<file path="src/rtl/msu_pkg.sv">
// rtl/msu_pkg.sv - reduction grid types shared by the row-sum sequencer
package msu_pkg;

  // Reduction grid geometry
  localparam int TreeBits    = 8;
  localparam int RedGridRows = 16;
  localparam int RedSumBits  = 10;

  typedef logic [TreeBits-1:0]   red_term_t;
  typedef red_term_t             red_terms_t [RedGridRows];
  typedef logic [RedSumBits-1:0] red_sum_t;

  typedef enum logic [1:0] {
    IDLE,
    ACCUM,
    DONE
  } red_seq_state_e;

  // Unsigned widening of one grid term to the accumulator width
  function automatic red_sum_t zext_term(input red_term_t t);
    return red_sum_t'(t);
  endfunction

endpackage

</file>
<file path="src/rtl/red_sum_chunk.sv">
// rtl/red_sum_chunk.sv - adds one chunk of grid terms onto the running sum (carry with RED_SUM_SEQ_OVF_EN)
module red_sum_chunk
  import msu_pkg::*;
#(
  parameter int ChunkTerms = 4
) (
  input  red_sum_t  acc_i,
  input  red_term_t terms_i [ChunkTerms],
  output red_sum_t  sum_o
`ifdef RED_SUM_SEQ_OVF_EN
  ,
  output logic      carry_o
`endif
);

  // Extra headroom bits exist only when the carry is observed
`ifdef RED_SUM_SEQ_OVF_EN
  localparam int WideBits = RedSumBits + $clog2(ChunkTerms + 1);
`else
  localparam int WideBits = RedSumBits;
`endif

  logic [WideBits-1:0] wide;

  // Accumulate the chunk terms onto the incoming partial sum
  always_comb begin
    wide = WideBits'(acc_i);
    for (int i = 0; i < ChunkTerms; i++) begin
      wide = wide + WideBits'(zext_term(terms_i[i]));
    end
  end

  assign sum_o = wide[RedSumBits-1:0];

`ifdef RED_SUM_SEQ_OVF_EN
  assign carry_o = |wide[WideBits-1:RedSumBits];
`endif

endmodule

</file>
<file path="src/rtl/red_sum_seq.sv">
// rtl/red_sum_seq.sv - time-multiplexed reduction grid row sum; optional ovf_o via RED_SUM_SEQ_OVF_EN
module red_sum_seq
  import msu_pkg::*;
#(
  parameter int ChunkTerms = 4
) (
  input  logic       clk_i,
  input  logic       rst_ni,
  input  logic       in_valid_i,
  output logic       in_ready_o,
  input  red_terms_t terms_i,
  output logic       out_valid_o,
  input  logic       out_ready_i,
  output red_sum_t   sum_o,
  output logic       busy_o
`ifdef RED_SUM_SEQ_OVF_EN
  ,
  output logic       ovf_o
`endif
);

  localparam int NumChunks = RedGridRows / ChunkTerms;
  localparam int CntBits   = $clog2(NumChunks) + 1;
  localparam int IdxBits   = $clog2(RedGridRows);

  if ((RedGridRows % ChunkTerms) != 0) begin : g_bad_chunk
    $error("red_sum_seq: ChunkTerms must divide RedGridRows");
  end

  red_seq_state_e     state_q, state_d;
  logic [CntBits-1:0] cnt_q;
  red_sum_t           acc_q;
  red_sum_t           sum_q;
  red_terms_t         buf_q;
  red_term_t          chunk_terms [ChunkTerms];
  red_sum_t           chunk_sum;
  logic [IdxBits-1:0] base_idx;
  logic               accept;
  logic               last_chunk;
`ifdef RED_SUM_SEQ_OVF_EN
  logic               chunk_carry;
  logic               ovf_q;
`endif

  assign accept     = in_ready_o & in_valid_i;
  assign last_chunk = (cnt_q == CntBits'(NumChunks - 1));

  // FSM state register
  always_ff @(posedge clk_i or negedge rst_ni) begin
    if (!rst_ni) begin
      state_q <= IDLE;
    end else begin
      state_q <= state_d;
    end
  end

  // Next state and handshake outputs
  always_comb begin
    state_d     = state_q;
    in_ready_o  = 1'b0;
    out_valid_o = 1'b0;
    busy_o      = 1'b0;
    case (state_q)
      IDLE: begin
        in_ready_o = 1'b1;
        if (in_valid_i) state_d = ACCUM;
      end
      ACCUM: begin
        busy_o = 1'b1;
        if (last_chunk) state_d = DONE;
      end
      DONE: begin
        busy_o      = 1'b1;
        out_valid_o = 1'b1;
        if (out_ready_i) state_d = IDLE;
      end
      default: state_d = IDLE;
    endcase
  end

  // Select the chunk of buffered terms addressed by the chunk counter
  always_comb begin
    base_idx = IdxBits'(int'(cnt_q) * ChunkTerms);
    for (int i = 0; i < ChunkTerms; i++) begin
      chunk_terms[i] = buf_q[base_idx + IdxBits'(i)];
    end
  end

  red_sum_chunk #(
    .ChunkTerms(ChunkTerms)
  ) u_chunk (
    .acc_i   (acc_q),
    .terms_i (chunk_terms),
    .sum_o   (chunk_sum)
`ifdef RED_SUM_SEQ_OVF_EN
    ,
    .carry_o (chunk_carry)
`endif
  );

  // Term buffer captures only on an accepted batch; contents need no reset
  always_ff @(posedge clk_i) begin
    if (accept) buf_q <= terms_i;
  end

  // Accumulator, chunk counter and registered result
  always_ff @(posedge clk_i or negedge rst_ni) begin
    if (!rst_ni) begin
      cnt_q <= '0;
      acc_q <= '0;
      sum_q <= '0;
`ifdef RED_SUM_SEQ_OVF_EN
      ovf_q <= 1'b0;
`endif
    end else if (accept) begin
      cnt_q <= '0;
      acc_q <= '0;
`ifdef RED_SUM_SEQ_OVF_EN
      ovf_q <= 1'b0;
`endif
    end else if (state_q == ACCUM) begin
      cnt_q <= cnt_q + 1'b1;
      acc_q <= chunk_sum;
      if (last_chunk) sum_q <= chunk_sum;
`ifdef RED_SUM_SEQ_OVF_EN
      ovf_q <= ovf_q | chunk_carry;
`endif
    end
  end

  assign sum_o = sum_q;

`ifdef RED_SUM_SEQ_OVF_EN
  assign ovf_o = ovf_q;
`endif

endmodule

</file>
<file path="config.mk">
export PLATFORM = sky130hd
export DESIGN_NAME = red_sum_seq
export DESIGN_NICKNAME = d
export VERILOG_FILES = /design/src/rtl/msu_pkg.sv /design/src/rtl/red_sum_chunk.sv /design/src/rtl/red_sum_seq.sv
export SDC_FILE = /design/constraint.sdc
export NUM_CORES = 1
export LEC_CHECK = 0
export CAP_MARGIN = 20
export CORE_ASPECT_RATIO = 1.5
export CORE_MARGIN = 5
export CORE_UTILIZATION = 40
export DETAILED_ROUTE_END_ITERATION = 6
export PLACE_DENSITY = 0.73
export SYNTH_ARGS = -nofsm -noshare
export SYNTH_HDL_FRONTEND = slang
export SYNTH_SLANG_ARGS = --single-unit
</file>
<file path="constraint.sdc">
create_clock -name clk_i -period 7.1 [get_ports clk_i]
set_clock_uncertainty 0.1 [all_clocks]
set_input_delay 0.71 -clock clk_i [delete_from_list [all_inputs] [get_ports clk_i]]
set_output_delay 0.71 -clock clk_i [all_outputs]
set_load 0.05 [all_outputs]
</file>
==> results of run 1 <==
## final cells by class
class,count,area share (%)
Tap cell,210,2.91
Timing Repair Buffer,149,16.4
Inverter,65,2.73
Clock buffer,18,4.75
Clock inverter,13,1.59
Multi-Input combinational cell,162,22.2
Sequential cell,153,49.5
## cells in the mapped netlist, drive strengths merged
library cell	number
nor4	2
dfrtp	25
nor3	1
a211oi	3
a21o	1
mux2i	7
a222oi	1
a21oi	6
xor2	2
nand2b	4
xnor2	4
clkbuf	8
nand2	15
or3	1
o31a	1
and2	1
o31ai	1
nand3b	2
and3b	1
inv	65
o22ai	1
mux4	32
edfxtp	128
xnor3	1
o21ai	12
o21a	2
mux2	4
or4	2
ha	17
fa	23
buf	4
o21bai	1
nor2	9
nor2b	1
nand3	3
o211a	1
## worst max-delay path by stage
stage	end	slack, ns	startpoint
2_1_floorplan	buf_q[0]	1.52	state_q[0]
3_3_place_gp	sum_o[9]	2.01	cnt_q[0]
3_5_place_dp	acc_q[9]	1.88	cnt_q[0]
4_1_cts	sum_o[9]	1.87	cnt_q[0]
5_1_grt	sum_o[9]	1.68	cnt_q[0]
6_report	sum_o[9]	2.00	cnt_q[0]
## metrics by stage
step,setup WS [ns],area [µm²]
6_report,2.00,9040
5_1_grt,1.68,9040
4_1_cts,1.87,9040
3_5_place_dp,1.88,8460
3_3_place_gp,2.01,8460
2_1_floorplan,1.52,6770
## flip-flops by register name, indices dropped and copies added (netlist names)
signal,flops
acc_q,10
buf_q,128
cnt_q,3
state_q,2
sum_o,10
## worst max-delay path, delay by kind of cell, from the launching register on
kind	cells	cell delay [ns]
AND/OR/NAND/NOR	2	0.60
flip-flops	1	0.89
buffers and inverters	5	0.59
XOR/XNOR	1	0.34
multiplexers	1	0.26
AO/OA/AOI/OAI	2	0.30
adder cells (fa/ha/maj)	4	1.92
## routing by layer
metal / vias up / share of wire [%]
li1: 1737 / -
met1: 1887 / 37
met2: 90 / 57
met3: 11 / 4.4
met4: 0 / 1.4
met5: - / 0
## cells by family (layout without fill, tap and decap cells)
logic type / count (synthesis) / after routing
flops: 153 / 153
buf+inv: 77 / 245
mux: 43 / 43
fa+ha+maj: 40 / 40
simple gates: 42 / 42
compound gates: 30 / 30
xor+xnor: 7 / 7
==> reports/summary.json, run 1 <==
{
  "outcome": {
    "run_status": "complete, no violations"
  },
  "cts": {
    "cts.hold.buffers_added": 0,
    "cts-root-buf": "clkbuf_16",
    "postCtsResizedCells": 0,
    "cts.sink_count": 153,
    "max-clock-path-buffers": 2,
    "cts_setup_buffers": 0,
    "total_clock_buffers_created_by_cts": 17,
    "cts_max_level": 4,
    "clkTransAtPathRegs_ns": 0.06,
    "clock_latency_late_sink_ns": 0.41,
    "cts_tree": "yes"
  },
  "die": {
    "num_io_pins": 145,
    "floorplan.rows": 58,
    "floorplan.die.width_um": 116,
    "coreArea_um2": 16700,
    "start_util_pct": 40.5,
    "die_area_um2": 19700,
    "die_h_um": 169
  },
  "timing": {
    "hold-worst-slack_ns": 0.382,
    "report.final.slew_viol_count": 0,
    "relSlewSlack_pct": 32.5,
    "grt_setup_unrepaired": "no",
    "timing.final.setup_violations": 0,
    "finalWorstPathRequiredPeriod_ns": 5.10,
    "max_clock_freq_ghz": 0.196,
    "finalHoldViolations": 0,
    "finalSetupTns_ns": 0,
    "post-route-period-util_pct": 71.8,
    "timing_worst_slew_pin_value_ns": 1.01
  },
  "detailed_routing": {
    "final_antenna_net_count": 0,
    "wirelength_mm": 13.5,
    "initialDrtViolationCount": 172,
    "first_pass_iters": 4,
    "detail_route.drc_violations": 0,
    "num_vias": 3725,
    "route.detailed.vias_per_inst": 4.84,
    "wl_per_cell_um": 17.5
  },
  "critical_path": {
    "required_ns": 7.32,
    "worst_setup_path_end_kind": "flip-flop",
    "rr_endpoint": "sum_o[9]",
    "cp_max_fo": 24,
    "crit_path_max_incr_delay_ns": 0.89,
    "arrival_ns": 5.32,
    "critical_path_top_delay_cell": "dfrtp_2",
    "timing.rr.start": "cnt_q[0]",
    "setup.worst_path.class": "reg2reg",
    "setup.reg_to_reg.worst_slack_ns": 2.00,
    "startpoint_type": "flip-flop",
    "cpMostUsedCell": "inv_1",
    "ordered_cell_list_for_the_critical_path": "buf_4 > mux4_2 > inv_1 > fa_1 > inv_1 > fa_1 > inv_1 > fa_1 > inv_1 > ha_1 > and2_4 > or4_4 > o22ai_4 > xnor3_1 > o21ai_1",
    "worst-r2r-cell-count": 15
  },
  "final_layout": {
    "register_area_um2": 4470,
    "layout-drive-gt1-share_pct": 13.8,
    "number_of_inserted_filler_cells_in_the_final_layout": 1373,
    "final_util_pct": 54.1,
    "finish.net_count": 720,
    "area_delta_synth_final_pct": 33.5,
    "multi_input_comb_area_um2": 2000,
    "final-instance-count-excl-fill": 770,
    "most_used_cells_in_the_layout_excluding_fill_and_tap_cells": "clkdlybuf4s50_1 (144), edfxtp_1 (128), inv_1 (64), mux4_2 (32), dfrtp_1 (24)",
    "layout_commonest_cell": "clkdlybuf4s50_1",
    "insertedDiodeCount": 0
  },
  "yosys": {
    "syn_avg_cell_area_um2": 17.3,
    "xor_xnor_fraction_of_synth_area_pct": 1.11,
    "synth_warn": 0,
    "synthSimpleGateAreaFrac_pct": 3.14,
    "synth.yosys.seq_area_share_pct": 66.1,
    "largest_family_of_logic_cells_by_synthesized_area": "multiplexers",
    "ys_seq_elements": 153,
    "synth_fp_nets": 564,
    "netlist_top_cells_area": "edfxtp_1 (57%), mux4_2 (11%), dfrtp_1 (9.2%)",
    "synth_top_area_cell": "edfxtp_1",
    "synthDominantCellAreaShare_pct": 56.8,
    "synth_fa_ha_area_share_pct": 9.95,
    "synth.cell_area_um2": 6770,
    "unique_cell_type_count_in_the_yosys_netlist": 39,
    "synth-compound-area-share_pct": 3.07,
    "postSynthCellCount": 392,
    "post_synth_mux_area_share_pct": 12.4
  },
  "global_route": {
    "largest_net_degree_at_the_start_of_global_routing": 73,
    "grt.busiest_layer": "met2",
    "global_route.usage.met2_pct": 26.3,
    "groute.layer.met3.usage_pct": 3.96,
    "grt.met1_usage_pct": 17.0,
    "grt_antenna_before_repair": 0,
    "gr-total-overflow": 0,
    "grt_use_total_pct": 14.7,
    "first_global_vias": 4284,
    "first_pass_grt_wire_length_mm": 21.6
  },
  "place": {
    "dp.final_hpwl_mm": 10.1,
    "place.port_buffers": 144,
    "gp_routability_congestion": 0.775,
    "place.detailed.instances": 739
  },
  "hold_path": {
    "critical_hold_path_startpoint": "sum_o[6]",
    "hold_path_depth": 2,
    "worstHoldPathType": "reg2reg",
    "worst_hold_path.endpoint": "sum_o[6]"
  },
  "flow_run": {
    "max-cap-violations": 0
  }
}
Power of run 1 is not shown: default switching activity piles up to over one toggle a cycle in this logic, so the estimate is an artifact.
==> run 2: changes to the inputs <==
clock period = 5.2 ns   (was 7.1 ns; I/O delays follow)
==> run 2 against run 1 <==
Clock-buffer cell count increased by 2. Via count decreased by 0.64%. Critical path depth decreased by 2. Cell count increased by 0.26%. Non-clock buffer count increased by 2. Global-route usage increased by 0.058 points. Worst setup slack got worse by 1.4 ns. First-iteration DRC count decreased by 15%. Register-to-register slack got worse by 1.4 ns. Final area about the same. Critical endpoint is now acc_q[9]. Largest cell class unchanged. Highest routed layer unchanged.
==> reports/summary.json, run 2 (synthesis results as in run 1) <==
{
  "place": {
    "gp_routability_congestion": 0.826,
    "place.port_buffers": 144,
    "dp.final_hpwl_mm": 10.2
  },
  "die": {
    "num_io_pins": 145,
    "start_util_pct": 40.5,
    "die_area_um2": 19700,
    "floorplan.die.width_um": 116,
    "die_h_um": 169,
    "coreArea_um2": 16700,
    "floorplan.rows": 58
  },
  "critical_path": {
    "worstSetupEndpoint": "acc_q[9]",
    "path_length_in_cells_of_the_critical_path": 13,
    "ordered_cell_list_for_the_critical_path": "buf_12 > mux4_2 > inv_1 > fa_1 > fa_1 > fa_1 > inv_1 > ha_1 > and2_4 > or4_4 > o22ai_4 > mux2i_1 > mux2i_1",
    "crit_path_max_incr_delay_ns": 0.53,
    "timing.rr.start": "cnt_q[0]",
    "required_ns": 5.43,
    "arrival_ns": 4.87,
    "setup.worst_path.class": "reg2reg",
    "setup.reg_to_reg.worst_slack_ns": 0.56,
    "cpMostUsedCell": "fa_1",
    "startpoint_type": "flip-flop",
    "critical_path_top_delay_cell": "dfrtp_2",
    "rr_endpoint": "acc_q[9]",
    "cp_max_fo": 22,
    "crit_family": "adder cells",
    "worst_setup_path_end_kind": "flip-flop",
    "worst-r2r-cell-count": 13,
    "worst_setup_path_startpoint": "cnt_q[0]",
    "critPathBufInv": 3
  },
  "timing": {
    "finalWorstPathRequiredPeriod_ns": 4.64,
    "finalSetupTns_ns": 0,
    "timing.final.setup_violations": 0,
    "report.final.slew_viol_count": 0,
    "max_clock_freq_ghz": 0.216,
    "finalHoldViolations": 0,
    "grt_setup_unrepaired": "no",
    "post-route-period-util_pct": 89.2,
    "relSlewSlack_pct": 31.2,
    "timing_worst_slew_pin_value_ns": 1.03
  },
  "detailed_routing": {
    "first_pass_iters": 4,
    "detail_route.drc_violations": 0,
    "final_antenna_net_count": 0,
    "num_vias": 3701,
    "route.detailed.vias_per_inst": 4.79,
    "wirelength_mm": 13.4,
    "wl_per_cell_um": 17.4,
    "initialDrtViolationCount": 147
  },
  "cts": {
    "postCtsResizedCells": 0,
    "cts_setup_buffers": 0,
    "max-clock-path-buffers": 2,
    "clkTransAtPathRegs_ns": 0.06,
    "cts.sink_count": 153,
    "cts.hold.buffers_added": 0,
    "cts_max_level": 4,
    "clock_latency_late_sink_ns": 0.41,
    "cts-root-buf": "clkbuf_16",
    "cts_tree": "yes",
    "total_clock_buffers_created_by_cts": 17
  },
  "hold_path": {
    "worstHoldPathType": "in2async"
  },
  "global_route": {
    "grt_use_total_pct": 14.7,
    "first_global_vias": 4304,
    "first_pass_grt_wire_length_mm": 21.7,
    "largest_net_degree_at_the_start_of_global_routing": 76,
    "gr-total-overflow": 0,
    "grt_antenna_before_repair": 0
  },
  "flow_run": {
    "max-cap-violations": 0
  },
  "final_layout": {
    "most_used_cells_in_the_layout_excluding_fill_and_tap_cells": "clkdlybuf4s50_1 (144), edfxtp_1 (128), inv_1 (64), mux4_2 (32), dfrtp_1 (24)",
    "registers.top_by_ff_count": "buf_q",
    "layout_commonest_cell": "clkdlybuf4s50_1",
    "largest_register_ff_count": 128,
    "finish.net_count": 722,
    "insertedDiodeCount": 0,
    "layout-drive-gt1-share_pct": 13.9,
    "area_delta_synth_final_pct": 33.4
  },
  "outcome": {
    "run_status": "complete, no violations"
  }
}
==> run 2: changes by cell type in the layout (fill, tap and decap cells not counted) <==
cell,delta
bufinv_16,-1
clkbuf_1,+2
buf_4,+1
clkinv_2,+3
clkinvlp_4,-1
inv_6,-2
clkinv_1,-1
buf_12,+1
==> run 2: per-layer routing <==
metal,global-route usage (%),wire (µm),up-vias
met5,0,0,-
li1,-,-,1742
met4,5.20,173,0
met2,27.2,7960,93
met1,15.9,4740,1855
met3,3.89,541,11
==> run 2: area by class of cell <==
class / instances / area [µm²]
Clock inverter: 11 / 100
Tap cell: 210 / 263
Fill cell: 1361 / 7660
Timing Repair Buffer: 151 / 1510
Clock buffer: 20 / 437
Multi-Input combinational cell: 162 / 2000
Sequential cell: 153 / 4470
Inverter: 65 / 246
==> run 2: through the flow <==
stage                     cell area, µm²  hold WS, ns  setup WS (ns)  utilization [%]  instances
after floorplan                     6770        0.124          0.386                -        392
after global placement              8490        0.379          0.585             50.9        741
after detailed placement            8490        0.382          0.515             50.9        741
after CTS                           9030        0.386          0.501             54.1        772
after global routing                9030        0.421          0.333             54.1        772
final                               9030        0.388          0.560             54.1        772
==> run 2: worst min path at each step <==
| stage | from | endpoint |
|---|---|---|
| global route | rst_ni | sum_o[8] |
| detailed placement | sum_o[5] | sum_o[5] |
| floorplan | rst_ni | acc_q[0] |
| finish | rst_ni | state_q[1] |
| global placement | sum_o[2] | sum_o[2] |
| CTS | rst_ni | state_q[1] |
Power of run 2 is left out for the same reason.
==> run 3: changes to the inputs <==
CORE_ASPECT_RATIO = default   (was 1.5)
DONT_BUFFER_PORTS = 1   (was default)
PLACE_DENSITY = 0.62   (was 0.73)
SKIP_CTS_REPAIR_TIMING = 1   (was default)
==> run 3 against run 2 <==
Critical path depth did not move. Worst hold slack got worse by 0.29 ns. Register-to-register slack got worse by 0.02 ns. Final area fell by 15%. First-iteration DRC count fell by 7.5%. Maximum frequency fell by 0.52%. Global-route usage fell by 1.1 points. Utilization fell by 7.7 points.
==> reports/summary.json, run 3 (synthesis results as in run 1) <==
{
  "timing": {
    "finalWorstPathRequiredPeriod_ns": 4.66,
    "timing_worst_slew_pin_value_ns": 1.04,
    "grt_setup_unrepaired": "no",
    "max_clock_freq_ghz": 0.214,
    "post-route-period-util_pct": 89.7,
    "relSlewSlack_pct": 30.5,
    "finalSetupTns_ns": 0,
    "finalHoldViolations": 0,
    "report.final.slew_viol_count": 0,
    "worst_slack_ns": 0.535,
    "timing.final.setup_violations": 0
  },
  "cts": {
    "cts-root-buf": "clkbuf_16",
    "cts.sink_count": 153,
    "total_clock_buffers_created_by_cts": 17,
    "cts_tree": "yes",
    "clock_latency_late_sink_ns": 0.41,
    "clkTransAtPathRegs_ns": 0.06,
    "cts_max_level": 4,
    "max-clock-path-buffers": 2
  },
  "final_layout": {
    "area_delta_synth_final_pct": 13.8,
    "final_util_pct": 46.4,
    "final-instance-count-excl-fill": 640,
    "layout_commonest_cell": "edfxtp_1",
    "number_of_inserted_filler_cells_in_the_final_layout": 1442,
    "insertedDiodeCount": 0,
    "most_used_cells_in_the_layout_excluding_fill_and_tap_cells": "edfxtp_1 (128), inv_1 (64), mux4_2 (32), fa_1 (23), dfrtp_1 (23)",
    "registers.top_by_ff_count": "buf_q",
    "finish.net_count": 579,
    "multi_input_comb_area_um2": 2000,
    "register_area_um2": 4470,
    "largest_register_ff_count": 128,
    "layout-drive-gt1-share_pct": 19.0
  },
  "place": {
    "gp_routability_congestion": 0.799,
    "dp_worst_setup_slack_ns": 0.511,
    "dp.final_hpwl_mm": 9.28,
    "place.detailed.instances": 606,
    "place.port_buffers": 0
  },
  "global_route": {
    "largest_net_degree_at_the_start_of_global_routing": 82,
    "grt_antenna_before_repair": 0,
    "grt_use_total_pct": 13.6,
    "gr-total-overflow": 0,
    "first_global_vias": 3582,
    "first_pass_grt_wire_length_mm": 20.1
  },
  "die": {
    "die_area_um2": 19600,
    "coreArea_um2": 16600,
    "floorplan.rows": 47,
    "num_io_pins": 145,
    "start_util_pct": 40.8,
    "floorplan.die.width_um": 140,
    "die_h_um": 140
  },
  "detailed_routing": {
    "final_antenna_net_count": 0,
    "detail_route.drc_violations": 0,
    "first_pass_iters": 5,
    "num_vias": 3185,
    "wl_per_cell_um": 19.5,
    "route.detailed.vias_per_inst": 4.98,
    "wirelength_mm": 12.5,
    "initialDrtViolationCount": 136
  },
  "flow_run": {
    "max-cap-violations": 0
  },
  "critical_path": {
    "timing.rr.start": "cnt_q[0]",
    "worst-r2r-cell-count": 13,
    "rr_endpoint": "sum_o[9]",
    "arrival_ns": 4.89,
    "setup.worst_path.class": "reg2reg",
    "required_ns": 5.43,
    "setup.reg_to_reg.worst_slack_ns": 0.54,
    "cp_max_fo": 8,
    "worst_setup_path_end_kind": "flip-flop",
    "startpoint_type": "flip-flop"
  },
  "hold_path": {
    "critical_hold_path_startpoint": "terms_i[52]",
    "hold_path_depth": 0,
    "worstHoldPathType": "in2reg",
    "worst_hold_path.endpoint": "buf_q[52]"
  },
  "outcome": {
    "run_status": "complete, no violations"
  }
}
run 3: changes by cell type in the layout (fill, tap and decap cells not counted), moves of 2 or more:
| cell | previous run | this run |
|---|---|---|
| clkinv_4 | 2 | 0 |
| buf_12 | 1 | 4 |
| clkdlybuf4s50_1 | 144 | 0 |
| inv_6 | 2 | 0 |
| buf_4 | 6 | 3 |
| clkinvlp_4 | 2 | 6 |
| bufinv_16 | 1 | 3 |
run 3: layout make-up:
class                           instances  area share (%)
Clock buffer                           19            5.62
Clock inverter                         13            2.00
Inverter                               65            3.20
Multi-Input combinational cell        162            26.0
Sequential cell                       153            58.1
Tap cell                              220            3.58
Timing Repair Buffer                    8            1.46
run 3: how the worst max path moves through the flow:
stage,depth (start not counted),from,to,slack (ns)
2_1_floorplan,16,cnt_q[0],acc_q[7],0.39
3_3_place_gp,13,cnt_q[0],acc_q[9],0.57
3_5_place_dp,13,cnt_q[0],sum_o[9],0.51
4_1_cts,13,cnt_q[0],sum_o[9],0.49
5_1_grt,13,cnt_q[0],sum_o[6],0.29
6_report,13,cnt_q[0],sum_o[9],0.54
run 3: stage by stage:
step | area (µm²) | hold WS (ns)
final | 7700 | 0.0992
after global routing | 7700 | 0.0684
after CTS | 7670 | -0.329
after detailed placement | 7080 | 0.126
after global placement | 7080 | 0.126
after floorplan | 6770 | 0.124
run 3: critical path, stage by stage, from the launching register on:
cell,delay [ns]
dfrtp_2,0.52
buf_4,0.24
mux4_2,0.50
inv_1,0.11
fa_1,0.45
fa_1,0.47
fa_1,0.52
inv_1,0.04
ha_1,0.37
and2_4,0.18
or4_4,0.44
o22ai_4,0.17
xnor3_1,0.34
o21ai_1,0.13
run 3: layer usage:
metal	up-vias	global-route usage, %	routed length, µm
met5	-	0	0
met1	1622	16.7	5070
met4	0	5.51	213
met3	11	4.26	591
li1	1461	-	-
met2	91	22.4	6640
Power of run 3 is left out for the same reason.
